### config.mk
export PLATFORM = sky130hd
export DESIGN_NAME = alu_share_ctrl
export DESIGN_NICKNAME = d
export VERILOG_FILES = /design/src/rtl/alu_share_pkg.sv /design/src/rtl/alu_exec_unit.sv /design/src/rtl/alu_share_ctrl.sv
export SDC_FILE = /design/constraint.sdc
export NUM_CORES = 1
export LEC_CHECK = 0
export CAP_MARGIN = 0
export CORE_UTILIZATION = 40
export DETAILED_ROUTE_END_ITERATION = 8
export DONT_BUFFER_PORTS = 1
export GPL_TIMING_DRIVEN = 0
export HOLD_SLACK_MARGIN = 0.06
export PLACE_DENSITY = 0.63
export SYNTH_ARGS = -nofsm -noshare
export SYNTH_HDL_FRONTEND = slang
export SYNTH_SLANG_ARGS = --single-unit
### constraint.sdc
create_clock -name clk -period 5.43 [get_ports clk]
set_input_delay 1.629 -clock clk [delete_from_list [all_inputs] [get_ports clk]]
set_output_delay 1.629 -clock clk [all_outputs]
set_load 0.01 [all_outputs]
### src/rtl/alu_share_pkg.sv
// Shared definitions for the two-requester accumulator ALU: op codes, FSM states, default width.
package alu_share_pkg;

    localparam int unsigned OPW_DEF = 4;

    localparam logic [2:0] OP_INC   = 3'd0;
    localparam logic [2:0] OP_ADD5  = 3'd1;
    localparam logic [2:0] OP_ADD   = 3'd2;
    localparam logic [2:0] OP_LOGIC = 3'd3;
    localparam logic [2:0] OP_ORRED = 3'd4;
    localparam logic [2:0] OP_SHL   = 3'd5;
    localparam logic [2:0] OP_SHR   = 3'd6;
    localparam logic [2:0] OP_MUL   = 3'd7;

    typedef enum logic [1:0] {
        S_IDLE,
        S_EXEC,
        S_MUL,
        S_DONE
    } state_t;

endpackage

### src/rtl/alu_exec_unit.sv
// Single-cycle combinational result for ops 0-6; the multiply is sequenced by the top level.
module alu_exec_unit
    import alu_share_pkg::*;
#(
    parameter int unsigned OPW = OPW_DEF
) (
    input  logic [2:0]       opc_i,
    input  logic [OPW-1:0]   opa_i,
    input  logic [OPW-1:0]   opb_i,
    output logic [2*OPW-1:0] res_o
);

    logic [OPW-1:0] add_y;
    logic [OPW:0]   add_s;
    logic           carry;

    // Full-adder ripple chain shared by increment (B forced to 0, carry-in 1) and 5-bit add.
    always_comb begin
        add_y = (opc_i == OP_INC) ? '0 : opb_i;
        carry = (opc_i == OP_INC);
        add_s = '0;
        for (int unsigned i = 0; i < OPW; i++) begin
            add_s[i] = opa_i[i] ^ add_y[i] ^ carry;
            carry    = (opa_i[i] & add_y[i]) | (carry & (opa_i[i] ^ add_y[i]));
        end
        add_s[OPW] = carry;
    end

    always_comb begin
        res_o = '0;
        case (opc_i)
            OP_INC, OP_ADD5: res_o = {{(OPW-1){1'b0}}, add_s};
            OP_ADD:          res_o = {{OPW{1'b0}}, opa_i} + {{OPW{1'b0}}, opb_i};
            OP_LOGIC:        res_o = {opa_i | opb_i, opa_i ^ opb_i};
            OP_ORRED:        res_o[0] = |{opa_i, opb_i};
            OP_SHL: begin
                if (32'(opa_i) < 2 * OPW) res_o = {{OPW{1'b0}}, opb_i} << opa_i;
            end
            OP_SHR: begin
                if (32'(opa_i) < OPW) res_o = {{OPW{1'b0}}, opb_i >> opa_i};
            end
            default:         res_o = '0;
        endcase
    end

endmodule

### src/rtl/alu_share_ctrl.sv
// Round-robin arbiter and sequencer owning the shared accumulator; one requester served at a time.
module alu_share_ctrl
    import alu_share_pkg::*;
#(
    parameter int unsigned OPW      = OPW_DEF,
    parameter bit          FIRST_RR = 1'b0
) (
    input  logic             clk,
    input  logic             reset_n,
    input  logic             req0,
    input  logic             req1,
    input  logic [2:0]       op0,
    input  logic [2:0]       op1,
    input  logic [OPW-1:0]   a0,
    input  logic [OPW-1:0]   a1,
    output logic             gnt0,
    output logic             gnt1,
    output logic             done0,
    output logic             done1,
    output logic [2*OPW-1:0] acc,
    output logic             busy
);

    localparam int unsigned AW = 2 * OPW;
    localparam int unsigned CW = $clog2(OPW + 1);

    state_t         state_q, state_d;
    logic           rr_q, rr_d;
    logic [1:0]     gnt_q, gnt_d;
    logic [1:0]     done_q, done_d;
    logic [2:0]     opc_q, opc_d;
    logic [OPW-1:0] opa_q, opa_d;
    logic [OPW-1:0] opb_q, opb_d;
    logic [CW-1:0]  cnt_q, cnt_d;
    logic [AW-1:0]  prod_q, prod_d;
    logic [AW-1:0]  acc_q, acc_d;
    logic [AW-1:0]  exec_res;
    logic           sel;
    logic [2:0]     sel_op;

    alu_exec_unit #(.OPW(OPW)) u_exec (
        .opc_i (opc_q),
        .opa_i (opa_q),
        .opb_i (opb_q),
        .res_o (exec_res)
    );

    always_ff @(posedge clk or negedge reset_n) begin
        if (!reset_n) begin
            state_q <= S_IDLE;
            rr_q    <= FIRST_RR;
            gnt_q   <= '0;
            done_q  <= '0;
            opc_q   <= '0;
            opa_q   <= '0;
            opb_q   <= '0;
            cnt_q   <= '0;
            prod_q  <= '0;
            acc_q   <= '0;
        end else begin
            state_q <= state_d;
            rr_q    <= rr_d;
            gnt_q   <= gnt_d;
            done_q  <= done_d;
            opc_q   <= opc_d;
            opa_q   <= opa_d;
            opb_q   <= opb_d;
            cnt_q   <= cnt_d;
            prod_q  <= prod_d;
            acc_q   <= acc_d;
        end
    end

    always_comb begin
        state_d = state_q;
        rr_d    = rr_q;
        gnt_d   = gnt_q;
        done_d  = '0;
        opc_d   = opc_q;
        opa_d   = opa_q;
        opb_d   = opb_q;
        cnt_d   = cnt_q;
        prod_d  = prod_q;
        acc_d   = acc_q;
        sel     = 1'b0;
        sel_op  = op0;
        case (state_q)
            S_IDLE: begin
                gnt_d = '0;
                if (req0 || req1) begin
                    // rr_q names the side favoured on contention: the one not granted last.
                    sel    = (req0 && req1) ? rr_q : req1;
                    sel_op = sel ? op1 : op0;
                    rr_d   = ~sel;
                    gnt_d  = sel ? 2'b10 : 2'b01;
                    opc_d  = sel_op;
                    opa_d  = sel ? a1 : a0;
                    opb_d  = acc_q[OPW-1:0];
                    cnt_d  = '0;
                    prod_d = '0;
                    state_d = (sel_op == OP_MUL) ? S_MUL : S_EXEC;
                end
            end
            S_EXEC: begin
                acc_d   = exec_res;
                state_d = S_DONE;
            end
            S_MUL: begin
                if (cnt_q == CW'(OPW)) begin
                    acc_d   = prod_q;
                    state_d = S_DONE;
                end else begin
                    // Multiplier bits are consumed LSB-first by shifting the latched B.
                    if (opb_q[0]) prod_d = prod_q + (AW'(opa_q) << cnt_q);
                    opb_d = opb_q >> 1;
                    cnt_d = cnt_q + 1'b1;
                end
            end
            S_DONE: begin
                done_d  = gnt_q;
                state_d = S_IDLE;
            end
            default: state_d = S_IDLE;
        endcase
    end

    assign gnt0  = gnt_q[0];
    assign gnt1  = gnt_q[1];
    assign done0 = done_q[0];
    assign done1 = done_q[1];
    assign acc   = acc_q;
    assign busy  = (state_q != S_IDLE);

endmodule

Word-level counts from Yosys, hierarchy flattened. Index checks and enable logic that the tools add are counted.

Flip-flop bits (word level): 37. Input port bits: 18. Logic and storage cells: 97.

$add $sub $neg: 3. Magnitude comparators: 2. Equal/unequal tests: 15. Shift-type cells: 3. Muxes and demuxes: 27. Bitwise gates (word level): 23. Reductions and logical operators: 14.

Operators by type and width (count): $mux W8 (5); $pmux W7 S5 (1); $pmux W8 S2 (2); $mux W4 (5); $eq A3 B3 Y1 const B (5); $mux W2 (6); $mux W3 (3); $add A8 B8 Y8 (1); $and A1 B1 Y1 (8); $ne A2 B2 Y1 const B (4); $pmux W2 S4 (1); $pmux W4 S2 (1); $reduce_or A8 Y1 (1); $shl A4 B3 Y8 (1); $shl A4 B4 Y8 (1); $xor A1 B1 Y1 (8); $eq A3 B2 Y1 const B (2); $pmux W1 S6 (1); $pmux W3 S2 (1); $reduce_and A2 Y1 (3); $reduce_bool A2 Y1 (3); $add A4 B4 Y5 (1); $eq A2 B2 Y1 const B (2); $lt A4 B3 Y1 const B (1); 17 further kinds (20).

Logic depth before layout (Yosys ltp). Gate-level depths: netlist (run 1).

Word-level depth: 13. Mapped depth: 12. Mapped depth without buffers: 10.

Modules after synthesis. Synthesis (run 1) repeated with hierarchy kept, for this count alone.

Cell total of the unflattened synthesis: 336. Area, all modules: 2965.3 sq um.

Modules (own cells, without submodules): alu_share_ctrl (times used 1, cells an instance 225, area an instance 2159.6 sq um); alu_exec_unit (times used 1, cells an instance 111, area an instance 805.8 sq um).

Worst setup path before layout (run 1). No wires, ideal clock.

Path kind: reg-to-reg. From: register opc_q[1]. To: register acc_q[3], in the netlist acc[3]. Arrival time: 3.009 ns. Data required time: 5.307 ns. Slack: 2.298 ns. Stages on the path, launching flop included: 12. Cell sequence: dfrtp_1 clkbuf_1 or3_1 clkbuf_1 fa_1 fa_1 fa_1 inv_1 fa_1 nor2_1 a211oi_1 o221a_2.

Cells in the longest elaborated chain, start to end: 12. Elaborated cells between the ends (all ways): 24. Classes of those cells: eq/ne (5); mux (3); bitwise (14); reduce/logical (2).

RTL lines: start: declaration (RTL line alu_share_ctrl.sv:31) `logic [2:0] opc_q, opc_d;`; start signal: assignment (RTL line alu_share_ctrl.sv:65) `opc_q <= opc_d;`; $logic_not A3 Y1 (RTL line alu_exec_unit.sv:19, alu_exec_unit.sv:20, alu_exec_unit.sv:31); $mux W4 (RTL line alu_exec_unit.sv:19) `add_y = (opc_i == OP_INC) ? '0 : opb_i;`; $xor A1 B1 Y1 (RTL line alu_exec_unit.sv:24) `carry = (opa_i[i] & add_y[i]) | (carry & (opa_i[i] ^ add_y[i]));`; $and A1 B1 Y1 (RTL line alu_exec_unit.sv:24); $or A1 B1 Y1 (RTL line alu_exec_unit.sv:24); $and A1 B1 Y1 (RTL line alu_exec_unit.sv:24); $or A1 B1 Y1 (RTL line alu_exec_unit.sv:24); $and A1 B1 Y1 (RTL line alu_exec_unit.sv:24); $or A1 B1 Y1 (RTL line alu_exec_unit.sv:24); $xor A1 B1 Y1 (RTL line alu_exec_unit.sv:23) `add_s[i] = opa_i[i] ^ add_y[i] ^ carry;`; $pmux W7 S5 (*) (RTL line alu_exec_unit.sv:31) `case (opc_i)`; $pmux W8 S2 (*) (RTL line alu_share_ctrl.sv:87) `case (state_q)`; end signal: assignment (RTL line alu_share_ctrl.sv:59) `acc_q <= '0;`; end signal: assignment (RTL line alu_share_ctrl.sv:70) `acc_q <= acc_d;`; end: declaration (RTL line alu_share_ctrl.sv:36) `logic [AW-1:0] acc_q, acc_d;`.

Mark *: on every way between the ends. The rest lies on a longest branch, timed or not. A chain may end at the register's enable or synchronous reset.

Worst setup path after layout (run 1).
From: register opa_q[0]. To: register acc_q[3], in the netlist acc[3].

Cells in the longest elaborated chain, start to end: 10. Elaborated cells between the ends (all ways): 18. Classes of those cells: add/sub (1); order compare (2); shift (2); mux (4); bitwise (9).

RTL lines: start: declaration (RTL line alu_share_ctrl.sv:32) `logic [OPW-1:0] opa_q, opa_d;`; start signal: assignment (RTL line alu_share_ctrl.sv:66) `opa_q <= opa_d;`; $xor A1 B1 Y1 (RTL line alu_exec_unit.sv:24); $and A1 B1 Y1 (RTL line alu_exec_unit.sv:24); $or A1 B1 Y1 (RTL line alu_exec_unit.sv:24); $and A1 B1 Y1 (RTL line alu_exec_unit.sv:24); $or A1 B1 Y1 (RTL line alu_exec_unit.sv:24); $and A1 B1 Y1 (RTL line alu_exec_unit.sv:24); $or A1 B1 Y1 (RTL line alu_exec_unit.sv:24); $xor A1 B1 Y1 (RTL line alu_exec_unit.sv:23); $pmux W7 S5 (*) (RTL line alu_exec_unit.sv:31); $pmux W8 S2 (*) (RTL line alu_share_ctrl.sv:87).

Marked as above.

==> results.json, run 1 <==
{
  "min_period_ns": 3.60,
  "postCtsSetupBuffers": 0,
  "seq_area_frac_synth": 0.310,
  "async_reset_ff_frac": 1.00,
  "synth_most_common_cell": "nand2_1",
  "switching_share": 0.492,
  "drtIter0Drc": 166,
  "startpoint_type": "flip-flop",
  "powerDensity_mw_per_mm2": 655,
  "switchingPower_mw": 1.04,
  "dp_hpwl_um": 5770,
  "io_buffers": 0,
  "first_global_vias": 2499,
  "rsz0062_at_grt": "no",
  "hold_violations": 0,
  "maxSlewViolCount": 0,
  "layout.nets": 400,
  "cts_tree": "built",
  "met1_usage": 0.275,
  "worstSkewPairLatency_ns": 0.29,
  "diodes": 0,
  "peakVddDrop_uv": 223,
  "yosys.area.top_type": "dfrtp_1",
  "ys_ff_latch": 37,
  "core.rowCount": 31,
  "tns_ns": 0,
  "rr_worst_depth": 11,
  "cts_inserted_buffers": 5,
  "grt_max_degree": 38,
  "drc": 0,
  "finalClockSkew_ns": 0.00656,
  "ios": 31,
  "grt.total_usage": 0.213,
  "maxSlewHeadroom": 0.584,
  "syn-num-nets": 393,
  "fin_ws_ns": 1.83,
  "p_clk_frac": 0.121,
  "syn_to_final_growth_pct": 8.18,
  "cp.arrival_ns": 3.79,
  "die-area_mm2": 0.00781,
  "wl_per_cell_um": 16.8,
  "ant_nets": 0,
  "grt_overflow": 0,
  "hold_class": "flip-flop to flip-flop",
  "fmax_ghz": 0.277,
  "ys_top_cells_by_count": "nand2_1, dfrtp_1, o21ai_0",
  "clk_pin_slew_worst_paths_ns": 0.08,
  "grtUsageMet3": 0.0289,
  "crit_start": "opa_q[0]$_DFFE_PN0P_",
  "synth.distinct_cells": 54,
  "nFillCells": 725,
  "totalWireLength_um": 7610,
  "cp.required_ns": 5.62,
  "synth_area_leaders": "dfrtp_1, ha_1, mux2i_1, nand2_1, o21ai_0",
  "synth_edf_count": 0,
  "synthFlopType": "dfrtp_1",
  "antenna_found_initial": 0,
  "r2r-start": "opa_q[0]$_DFFE_PN0P_",
  "grt_pass1_wl_um": 12600,
  "cts_root_buf": "clkbuf_8",
  "syn_area_mm2": 0.00298,
  "post-route-util": 0.447,
  "die_y_um": 88.4,
  "cp-endpoint": "acc[3]$_DFFE_PN0P_",
  "seq_area_um2": 926,
  "critical_path.endpoint_type": "flip-flop",
  "avgSynthCellArea_um2": 8.60,
  "yosys_warnings": 0,
  "routed_via_density": 5.70,
  "post-synth-top-area-fraction": 0.310,
  "status": "finished clean",
  "dp_slack_ns": 1.88,
  "critPathMaxFanout": 10,
  "worst_hold_slack_ns": 0.523,
  "start_util": 0.413,
  "dr.pass1.iters": 5,
  "cts_max_path_buffers": 2,
  "multi_input_area_mm2": 0.00189,
  "total_power_mw": 2.11,
  "htree_levels": 2,
  "power_frac_comb": 0.626,
  "path_class": "flip-flop to flip-flop",
  "die_x_um": 88.4,
  "p_seq_frac": 0.254,
  "grtUsageMet2": 0.360,
  "drive_gt1_frac": 0.0761,
  "grt.busiest_layer": "met2",
  "synthCells": 347,
  "min_period_over_period": 0.664,
  "tightest_slew_ns": 0.619,
  "postCtsHoldBufs": 0,
  "post_cts_resized": 0,
  "reg2reg_slack_ns": 1.83,
  "dr_total_vias": 2588,
  "coreArea_mm2": 0.00721,
  "p_leak_nw": 1.47,
  "cap_violations": 0,
  "rr_endpoint": "acc[3]$_DFFE_PN0P_",
  "internal_power_mw": 1.07,
  "final-setup-viol-count": 0,
  "routabilityCongestion": 0.885,
  "cts.sinks": 37
}
-- power by group through the flow --
| stage | clock [mW] | combinational (mW) | sequential (mW) |
|---|---|---|---|
| 3_3_place_gp | 0 | 1.30 | 0.539 |
| 5_1_grt | 0.269 | 1.49 | 0.553 |
| 3_5_place_dp | 0 | 1.30 | 0.543 |
| 4_1_cts | 0.259 | 1.31 | 0.537 |
| 2_1_floorplan | 0 | 1.01 | 0.497 |
| 6_report | 0.256 | 1.32 | 0.536 |
-- cell families (layout without fill, tap and decap cells) --
| family | Yosys count | after routing | share of synthesized area |
|---|---|---|---|
| AND/OR/NAND/NOR | 118 | 118 | 0.189 |
| AO/OA/AOI/OAI | 93 | 93 | 0.209 |
| buffers and inverters | 41 | 49 | 0.0554 |
| flip-flops | 37 | 37 | 0.310 |
| adder cells (fa/ha/maj) | 28 | 28 | 0.133 |
| multiplexers | 22 | 22 | 0.0805 |
| XOR/XNOR | 8 | 8 | 0.0235 |
-- cell type report --
cell class                      count  area share
Sequential cell                    37       0.287
Multi-Input combinational cell    269       0.586
Inverter                           18      0.0209
Tap cell                           99      0.0384
Buffer                             23      0.0302
Clock inverter                      2      0.0116
Clock buffer                        6      0.0256
-- stage by stage --
stage | cell area (um^2) | instances
global route | 3230 | 454
floorplan | 2980 | 347
finish | 3230 | 454
CTS | 3230 | 454
global placement | 3110 | 446
detailed placement | 3110 | 446
-- flip-flops by register name, indices dropped and copies added, names as in the netlist --
register and count:
gnt_q 2, prod_q 8, opc_q 3, rr_q 1, opa_q 4, opb_q 4, done_q 2, acc 8
state_q 2, cnt_q 3
-- routing by layer --
metal | wire length, um | part of all wire
met5 | 0 | 0
met2 | 3660 | 0.48
met1 | 3420 | 0.45
met3 | 299 | 0.039
met4 | 225 | 0.030
-- worst min path at each step --
| stage | startpoint | end | slack, ns | cells after the start |
|---|---|---|---|---|
| finish | prod_q[0]$_DFFE_PN0P_ | prod_q[0]$_DFFE_PN0P_ | 0.52 | 2 |
| global placement | prod_q[0]$_DFFE_PN0P_ | prod_q[0]$_DFFE_PN0P_ | 0.49 | 2 |
| global route | rr_q$_DFFE_PN0P_ | rr_q$_DFFE_PN0P_ | 0.55 | 1 |
| floorplan | prod_q[0]$_DFFE_PN0P_ | prod_q[0]$_DFFE_PN0P_ | 0.47 | 2 |
| detailed placement | rr_q$_DFFE_PN0P_ | rr_q$_DFFE_PN0P_ | 0.51 | 1 |
| CTS | rr_q$_DFFE_PN0P_ | rr_q$_DFFE_PN0P_ | 0.53 | 1 |
-- placed cells by master, fill, tap and decap left out, types with 12 or more instances in the layout --
| master | instances |
|---|---|
| a21oi_1 | 18 |
| clkbuf_1 | 12 |
| dfrtp_1 | 37 |
| ha_1 | 22 |
| inv_1 | 17 |
| mux2i_1 | 18 |
| nand2_1 | 44 |
| nor2_1 | 24 |
| o21ai_0 | 26 |
-- critical path, cell delays in order, from the launching register on --
cell	delay [ns]
dfrtp_1	0.37
buf_2	0.21
buf_1	0.46
inv_1	0.26
fa_1	0.49
fa_1	0.39
fa_1	0.37
inv_1	0.07
fa_1	0.40
nor2_1	0.11
a211oi_1	0.09
o221a_2	0.28
(Power assumes the default switching activity.)
==> inputs of run 2 (changes only) <==
- PLACE_DENSITY: 0.63 -> 0.65
- clock period: 5.43 -> 3.2 ns (I/O delays scaled with it)
==> results.json, run 2 (same netlist as run 1, synthesis figures left out) <==
{
  "ant_nets": 0,
  "cap_violations": 0,
  "slowest_delay_ns": 0.42,
  "p_clk_frac": 0.094,
  "min_period_over_period": 0.951,
  "dp_slack_ns": -0.415,
  "wl_per_cell_um": 16.9,
  "internal_power_mw": 1.77,
  "cp.arrival_ns": 3.22,
  "powerDensity_mw_per_mm2": 1100,
  "grt_pass1_wl_um": 12700,
  "grt_overflow": 0,
  "htree_levels": 2,
  "cts_tree": "built",
  "dr_total_vias": 2574,
  "final_area_mm2": 0.00321,
  "final-setup-viol-count": 0,
  "dr.pass1.iters": 4,
  "grt_max_degree": 38,
  "cp.required_ns": 3.38,
  "die-area_mm2": 0.00781,
  "clk_pin_slew_worst_paths_ns": 0.07,
  "seq_area_um2": 928,
  "maxSlewHeadroom": 0.635,
  "nFillCells": 746,
  "coreArea_mm2": 0.00721,
  "drc": 0,
  "postCtsHoldBufs": 0,
  "drtIter0Drc": 134,
  "post-route-util": 0.446,
  "maxSlewViolCount": 0,
  "fmax_ghz": 0.329,
  "cts_max_path_buffers": 2,
  "critPathSlowestCell": "or3_4",
  "startpoint_type": "flip-flop",
  "start_util": 0.413,
  "final_common_cell": "nand2_1",
  "final_cell_mix": "nand2_1, dfrtp_1, o21ai_0, nor2_1, ha_1",
  "cts_root_buf": "clkbuf_8",
  "totalWireLength_um": 7630,
  "first_global_vias": 2575,
  "routabilityCongestion": 0.937,
  "finalClockSkew_ns": 0.00754,
  "layout.nets": 399,
  "peakVddDrop_uv": 356,
  "p_leak_nw": 1.47,
  "die_x_um": 88.4,
  "cts.sinks": 37,
  "die_y_um": 88.4,
  "critPathMaxFanout": 5,
  "switchingPower_mw": 1.75,
  "rsz0062_at_grt": "no",
  "critical_path.endpoint_type": "flip-flop",
  "cpMostUsedCell": "fa_1",
  "p_seq_frac": 0.258,
  "fin_ws_ns": 0.157,
  "cts_inserted_buffers": 5,
  "switching_share": 0.497,
  "grt.total_usage": 0.214,
  "min_period_ns": 3.04,
  "power_frac_comb": 0.648,
  "dp_hpwl_um": 5920,
  "multi_input_area_mm2": 0.00190,
  "syn_to_final_growth_pct": 7.76,
  "tightest_slew_ns": 0.544,
  "ios": 31,
  "routed_via_density": 5.69,
  "drive_gt1_frac": 0.0907,
  "io_buffers": 0,
  "path_class": "flip-flop to flip-flop",
  "hold_class": "primary input to async pin",
  "crit_chain": "or3_4 -> fa_1 -> fa_2 -> fa_1 -> inv_1 -> fa_1 -> nor2_1 -> a211oi_1 -> o221a_2",
  "worstSkewPairLatency_ns": 0.29,
  "diodes": 0,
  "antenna_found_initial": 0,
  "place_area_mm2": 0.00311,
  "hold_violations": 0,
  "status": "finished clean",
  "core.rowCount": 31
}
-- run 2: cell count changes in the layout (fill, tap and decap cells not counted), sizes merged --
cell      previous run  this run
buf                 11        12
bufinv               1         0
clkbuf              18        17
clkinvlp             1         0
-- run 2: critical path, delay by kind of cell, from the launching register on --
family / cells / cell delay [ns]
buffers and inverters: 1 / 0.07
and+or+nand+nor: 2 / 0.54
AOI/OAI and AO/OA: 2 / 0.36
adders and majority gates: 4 / 1.56
DFF: 1 / 0.40
-- run 2: final timing paths --
path	start	end	slack, ns	depth (start not counted)
max in group asynchronous	reset_n	opc_q[1]$_DFFE_PN0P_	2.74	0
min	reset_n	done_q[1]$_DFF_PN0_	0.36	0
max reg2reg	opc_q[1]$_DFFE_PN0P_	acc[3]$_DFFE_PN0P_	0.16	9
min reg2reg	prod_q[0]$_DFFE_PN0P_	prod_q[0]$_DFFE_PN0P_	0.50	2
max	opc_q[1]$_DFFE_PN0P_	acc[3]$_DFFE_PN0P_	0.16	9
min in group clk	prod_q[0]$_DFFE_PN0P_	prod_q[0]$_DFFE_PN0P_	0.50	2
-- run 2: cell type report --
cell class	count	area share
repair buffers	2	0.00467
inverters	18	0.0210
well taps	99	0.0385
plain buffers	20	0.0292
multi-input cells	269	0.591
flip-flops and latches	37	0.289
clock buffers	7	0.0269
-- run 2: stage by stage --
| step | TNS, ns | hold WS, ns | instances | total power, mW |
|---|---|---|---|---|
| 2_1_floorplan | 0 | 0.473 | 347 | 2.56 |
| 3_3_place_gp | -0.414 | 0.492 | 446 | 3.11 |
| 3_5_place_dp | -0.757 | 0.490 | 446 | 3.15 |
| 4_1_cts | 0 | 0.352 | 452 | 3.51 |
| 5_1_grt | 0 | 0.340 | 452 | 3.89 |
| 6_report | 0 | 0.362 | 452 | 3.53 |
-- run 2: power by group through the flow --
stage | Clock [mW] | Sequential, mW | Combinational, mW
5_1_grt | 0.361 | 0.938 | 2.59
3_3_place_gp | 0 | 0.912 | 2.20
2_1_floorplan | 0 | 0.844 | 1.72
4_1_cts | 0.340 | 0.907 | 2.26
6_report | 0.330 | 0.911 | 2.29
3_5_place_dp | 0 | 0.917 | 2.24
-- run 2: per-layer routing --
layer	part of all wire	wire length [um]	up-vias	GRT usage
met1	0.44	3360	1254	0.267
met5	0	0	-	0
met2	0.49	3740	54	0.366
met4	0.038	287	0	0.0953
li1	-	-	1242	-
met3	0.031	239	24	0.0326
-- run 2: what timing repair did --
item / in CTS / in global routing
gates resized for setup: 2 / 6
endpoints found under the setup margin: 3 / 2
setup buffers: 2 / 0
cloned: 0 / 0
